## src/rtl/imem_prog_loader_pkg.sv

```systemverilog
// Shared definitions for the instruction-memory program loader: widths, state encoding
// and IM write-enable patterns.
package imem_prog_loader_pkg;

    localparam int unsigned BYTE_W = 8;
    localparam int unsigned WORD_W = 32;
    localparam int unsigned ADDR_W = 16;
    localparam int unsigned CNT_W  = 16;
    localparam int unsigned IDX_W  = 2;
    localparam int unsigned WEN_W  = 4;

    localparam logic [WEN_W-1:0] IM_WEN_WORD = 4'b1111;
    localparam logic [WEN_W-1:0] IM_WEN_IDLE = 4'b0000;

    typedef enum logic [2:0] {
        ST_HDR0    = 3'd0,
        ST_HDR1    = 3'd1,
        ST_CHK_LEN = 3'd2,
        ST_DATA    = 3'd3,
        ST_WRITE   = 3'd4,
        ST_CSUM    = 3'd5,
        ST_DONE    = 3'd6,
        ST_ERROR   = 3'd7
    } state_t;

    // States in which the loader is willing to take a stream byte.
    function automatic logic accepts_bytes(input state_t s);
        return s inside {ST_HDR0, ST_HDR1, ST_DATA, ST_CSUM};
    endfunction

endpackage

```

## src/rtl/imem_prog_loader_byte_word_packer.sv

```systemverilog
// Collects stream bytes little-endian into 32-bit words; flags the byte that completes a word.
module imem_prog_loader_byte_word_packer
    import imem_prog_loader_pkg::*;
(
    input  logic              clk,
    input  logic              rst,
    input  logic              clear,
    input  logic              push,
    input  logic [BYTE_W-1:0] byte_in,
    output logic [WORD_W-1:0] word_c,
    output logic              word_ready_c
);

    logic [IDX_W-1:0]         idx;
    logic [WORD_W-BYTE_W-1:0] partial;

    // Newest byte enters at the top so the first byte of a word ends up in [7:0].
    always_ff @(posedge clk or negedge rst) begin
        if (!rst) begin
            idx     <= '0;
            partial <= '0;
        end else if (clear) begin
            idx     <= '0;
            partial <= '0;
        end else if (push) begin
            idx     <= idx + IDX_W'(1);
            partial <= {byte_in, partial[WORD_W-BYTE_W-1:BYTE_W]};
        end
    end

    assign word_c       = {byte_in, partial};
    assign word_ready_c = push && (idx == IDX_W'(3));

endmodule

```

## src/rtl/imem_prog_loader.sv

```systemverilog
// Streams a length-prefixed, XOR-checksummed program into the instruction memory and
// holds the core in reset until a complete, valid frame has been written.
module imem_prog_loader
    import imem_prog_loader_pkg::*;
#(
    parameter logic [ADDR_W-1:0] BASE_ADDR = 16'h0000,
    parameter logic [CNT_W-1:0]  MAX_WORDS = 16'd16384
) (
    input  logic              clk,
    input  logic              rst,
    input  logic              restart,
    input  logic              in_valid,
    input  logic [BYTE_W-1:0] in_data,
    output logic              in_ready,
    output logic [WEN_W-1:0]  im_w_en,
    output logic [ADDR_W-1:0] im_address,
    output logic [WORD_W-1:0] im_write_data,
    output logic              cpu_hold,
    output logic              busy,
    output logic              done,
    output logic              err,
    output logic [CNT_W-1:0]  words_loaded
);

    state_t              state;
    state_t              next_state;
    logic [CNT_W-1:0]    len;
    logic [BYTE_W-1:0]   acc;
    logic                accept_c;
    logic                restart_ok_c;
    logic                data_push_c;
    logic [WORD_W-1:0]   word_c;
    logic                word_ready_c;

    assign accept_c     = in_valid && in_ready;
    assign restart_ok_c = restart && ((state == ST_DONE) || (state == ST_ERROR));
    assign data_push_c  = accept_c && (state == ST_DATA);

    imem_prog_loader_byte_word_packer u_packer (
        .clk          (clk),
        .rst          (rst),
        .clear        (restart_ok_c),
        .push         (data_push_c),
        .byte_in      (in_data),
        .word_c       (word_c),
        .word_ready_c (word_ready_c)
    );

    // Next-state decode.
    always_comb begin
        next_state = state;
        unique case (state)
            ST_HDR0:    if (accept_c) next_state = ST_HDR1;
            ST_HDR1:    if (accept_c) next_state = ST_CHK_LEN;
            ST_CHK_LEN: begin
                if (len > MAX_WORDS)      next_state = ST_ERROR;
                else if (len == '0)       next_state = ST_CSUM;
                else                      next_state = ST_DATA;
            end
            ST_DATA:    if (word_ready_c) next_state = ST_WRITE;
            ST_WRITE:   next_state = ((words_loaded + CNT_W'(1)) == len) ? ST_CSUM : ST_DATA;
            ST_CSUM:    if (accept_c) next_state = (in_data == acc) ? ST_DONE : ST_ERROR;
            ST_DONE,
            ST_ERROR:   if (restart) next_state = ST_HDR0;
            default:    next_state = ST_HDR0;
        endcase
    end

    // State register, datapath and outputs decoded from the upcoming state.
    always_ff @(posedge clk or negedge rst) begin
        if (!rst) begin
            state         <= ST_HDR0;
            in_ready      <= 1'b1;
            im_w_en       <= IM_WEN_IDLE;
            im_address    <= BASE_ADDR;
            im_write_data <= '0;
            cpu_hold      <= 1'b1;
            busy          <= 1'b1;
            done          <= 1'b0;
            err           <= 1'b0;
            words_loaded  <= '0;
            len           <= '0;
            acc           <= '0;
        end else begin
            state    <= next_state;
            in_ready <= accepts_bytes(next_state);
            im_w_en  <= (next_state == ST_WRITE) ? IM_WEN_WORD : IM_WEN_IDLE;
            cpu_hold <= (next_state != ST_DONE);
            busy     <= !((next_state == ST_DONE) || (next_state == ST_ERROR));
            done     <= (next_state == ST_DONE);
            err      <= (next_state == ST_ERROR);

            if (accept_c && (state == ST_HDR0)) len[BYTE_W-1:0]       <= in_data;
            if (accept_c && (state == ST_HDR1)) len[CNT_W-1:BYTE_W]   <= in_data;
            if (data_push_c)                    acc                   <= acc ^ in_data;
            if (word_ready_c)                   im_write_data         <= word_c;

            if (state == ST_WRITE) begin
                words_loaded <= words_loaded + CNT_W'(1);
                if (next_state == ST_DATA) im_address <= im_address + ADDR_W'(4);
            end

            if (restart_ok_c) begin
                acc          <= '0;
                words_loaded <= '0;
                im_address   <= BASE_ADDR;
            end
        end
    end

endmodule
```

## config.mk

```make
export PLATFORM = sky130hd
export DESIGN_NAME = imem_prog_loader
export DESIGN_NICKNAME = d
export VERILOG_FILES = /design/src/rtl/imem_prog_loader_pkg.sv /design/src/rtl/imem_prog_loader_byte_word_packer.sv /design/src/rtl/imem_prog_loader.sv
export SDC_FILE = /design/constraint.sdc
export NUM_CORES = 1
export LEC_CHECK = 0
export ABC_CLOCK_PERIOD_IN_PS = 3200
export CAP_MARGIN = 20
export CORE_MARGIN = 3
export CORE_UTILIZATION = 55
export CTS_BUF_LIST = sky130_fd_sc_hd__clkbuf_4 sky130_fd_sc_hd__clkbuf_8 sky130_fd_sc_hd__clkbuf_16
export CTS_CLUSTER_SIZE = 30
export DETAILED_ROUTE_END_ITERATION = 12
export GPL_ROUTABILITY_DRIVEN = 0
export PLACE_DENSITY = 0.88
export SYNTH_ARGS = -nofsm -noshare
export SYNTH_HDL_FRONTEND = slang
export SYNTH_HIERARCHICAL = 1
export SYNTH_SLANG_ARGS = --single-unit
```

## constraint.sdc

```tcl
create_clock -name clk -period 3.2 [get_ports clk]
set_clock_uncertainty 0.1 [all_clocks]
set_input_delay 0.64 -clock clk [delete_from_list [all_inputs] [get_ports clk]]
set_output_delay 0.64 -clock clk [all_outputs]
set_load 0.1 [all_outputs]
```

==> run metrics <==
setup bufs post-CTS=0; worst hold path class=in -> async; total track usage=24.15%; H-tree depth=4; Setup violations, final=0; Core Rows=37; Routed WL per cell=18.59 um; DRT Pass-1 Iters=5; commonest non-fill, non-tap cell in the layout=dfrtp_1; post-CTS sizing=0; Final Max Slew Viols=0; Fillers=749; Ys Warns=6; CP max FO=8; I/O pin count=85; worst-skew pair later-pin latency=520 ps; Synth Register Bits=121; global route overflow=0; Post-synth EDFFs=0; worst-path cell chain=ha_1 -> and3_1 -> nand2_1 -> or3_1 -> a211oi_2 -> and4_1 -> or4_4 -> mux2i_1; RSZ-0062 raised after global routing=no; Reg clk slew, reported paths=60 ps; R2R Path Start=words_loaded[0]; flop2flop setup slack=330 ps; Worst setup EP type=flop; die area=12440 um2; total number of vias=4768; diode count=0; setup TNS=0 ps; Die Ht=111.5 um; hold_buf cts=0; Root Buffer=clkbuf_8; Post-Route WL=14690 um; port bufs=82; largest cells by area after synthesis=dfrtp_1 48%, mux2_2 9.0%, mux2i_1 6.0%, o21ai_0 3.3%, nor2_1 2.9%; largest net degree at the start of global routing=58; first-pass GRT wire length=24380 um; Crit path max-delay family=simple AND/OR/NAND/NOR gates; Clock Tree Buf Depth=2; vias in the first global route=4810; Synth Cell Area=6123 um2; commonest non-fill, non-tap cells in the layout=113 x dfrtp_1, 89 x buf_4, 49 x mux2_2; antenna viol nets, final=0; Initial DRC Count=435; placed wire-length estimate=9905 um; Primary FF master, synth=dfrtp_1; CTS tree=done; status=finished clean; TritonCTS buffer count=17; initial antenna violation count=0; Reg2Reg Capture Point=im_address[14]; Slowest cell on crit path=dfrtp_2; CP Launch Type=flop; CP peak stage delay=440 ps; placed insts=758; clk sinks=121; Period minus WS final=2870 ps; core area=10560 um2; actual slew at the worst max-slew pin=824.9 ps; Worst slew margin=44.80%; Cell Area, Placed=6777 um2; Layout Utilization=69.58%; DRC viols=0; WS Path Type=reg -> reg; post-route clock period utilization=89.68%; top-area cell type share of the netlist area=48.22%; die extent in x=111.5 um; critical path required time=3550 ps; final hold vios=0; post-synthesis sequential area ratio=49.51%; Finished Cell Area=7345 um2; Mean Syn Cell Area=10.76 um2; mean number of vias per cell=6.035; Synth Instances=569; cell taking the most area after synthesis=dfrtp_1; Achievable Freq=348.5 MHz; Worst Path Arrival=3220 ps; asr flop ratio synth=100.0%; R2R depth=8; area delta synth->final=19.94%; fraction of layout cells with a size suffix above 1=29.36%; Initial Util=58.01%; Buf+Inv Stages, Crit Path=0; post-synthesis cell type count=60; fin cells=790; final layout net count=656; max cap viols=0
## layout make-up
cell class | count | area [um2] | share of cell area, %
sequential | 121 | 3038 | 41.36
multi-input combinational | 396 | 2761 | 37.60
timing repair buffer | 100 | 788.3 | 10.73
clock buffer | 17 | 414.1 | 5.639
tap | 136 | 170.2 | 2.317
clock inverter | 15 | 153.9 | 2.095
inverter | 5 | 18.77 | 0.2555
## sequential cells by signal (all words and copies together), names as in the netlist
signal and count:
im_write_data 32, u_packer/partial 24, len 16, words_loaded 16, im_address 14, acc 8, state 3, u_packer/idx 2
busy 1, cpu_hold 1, done 1, err 1, im_w_en 1, in_ready 1
## cell families (layout without fill, tap and decap cells)
logic type,count (synthesis),after routing,synth area share (%)
XOR/XNOR,28,28,4.373
AND/OR/NAND/NOR,185,185,15.43
buffers and inverters,53,137,5.456
adder cells (fa/ha/maj),3,3,0.6131
flip-flops,121,121,49.51
AO/OA/AOI/OAI,92,92,9.501
other,1,2,0.06124
multiplexers,86,86,15.06
## layer usage
metal / up-vias / global-route usage, % / part of all wire, % / routed length, um
met4: 0 / 8.273 / 2.0 / 287
li1: 2157 / - / - / -
met2: 213 / 40.77 / 50 / 7326
met5: - / 0 / 0 / 0
met3: 36 / 6.359 / 7.7 / 1128
met1: 2362 / 30.28 / 40 / 5945
## per-stage QoR
| step | setup WS (ps) | hold slack, ps |
|---|---|---|
| detailed placement | 254.3 | 397.8 |
| finish | 330.2 | 66.67 |
| global placement | 396.0 | 387.0 |
| global route | 167.4 | 106.8 |
| floorplan | 54.93 | 244.4 |
| CTS | 375.5 | 75.49 |
## worst max path at each step
stage | start | end | cells after the start
6_report | words_loaded[0] | im_address[14] | 8
5_1_grt | words_loaded[0] | im_address[14] | 8
4_1_cts | words_loaded[0] | im_address[14] | 8
3_5_place_dp | in_valid | in_ready | 12
3_3_place_gp | in_valid | im_write_data[15] | 8
2_1_floorplan | words_loaded[3] | im_address[14] | 9
## cells in the mapped netlist, drive strengths merged, types with 4 or more instances
master,n
and2,4
nor2,50
and3,8
mux2i,37
xnor2,13
dfrtp,118
clkbuf,17
and4,6
a211oi,5
nand3,17
nor4,7
o31ai,6
o21ai,41
a31oi,6
nor3,7
mux2,49
o211ai,4
xor2,14
nand2b,14
nand4,17
a21oi,10
buf,31
nand2,44
Power is left out: the tool's default activity adds up to more than one toggle a clock period on the data nets, which glitch-free logic cannot reach.
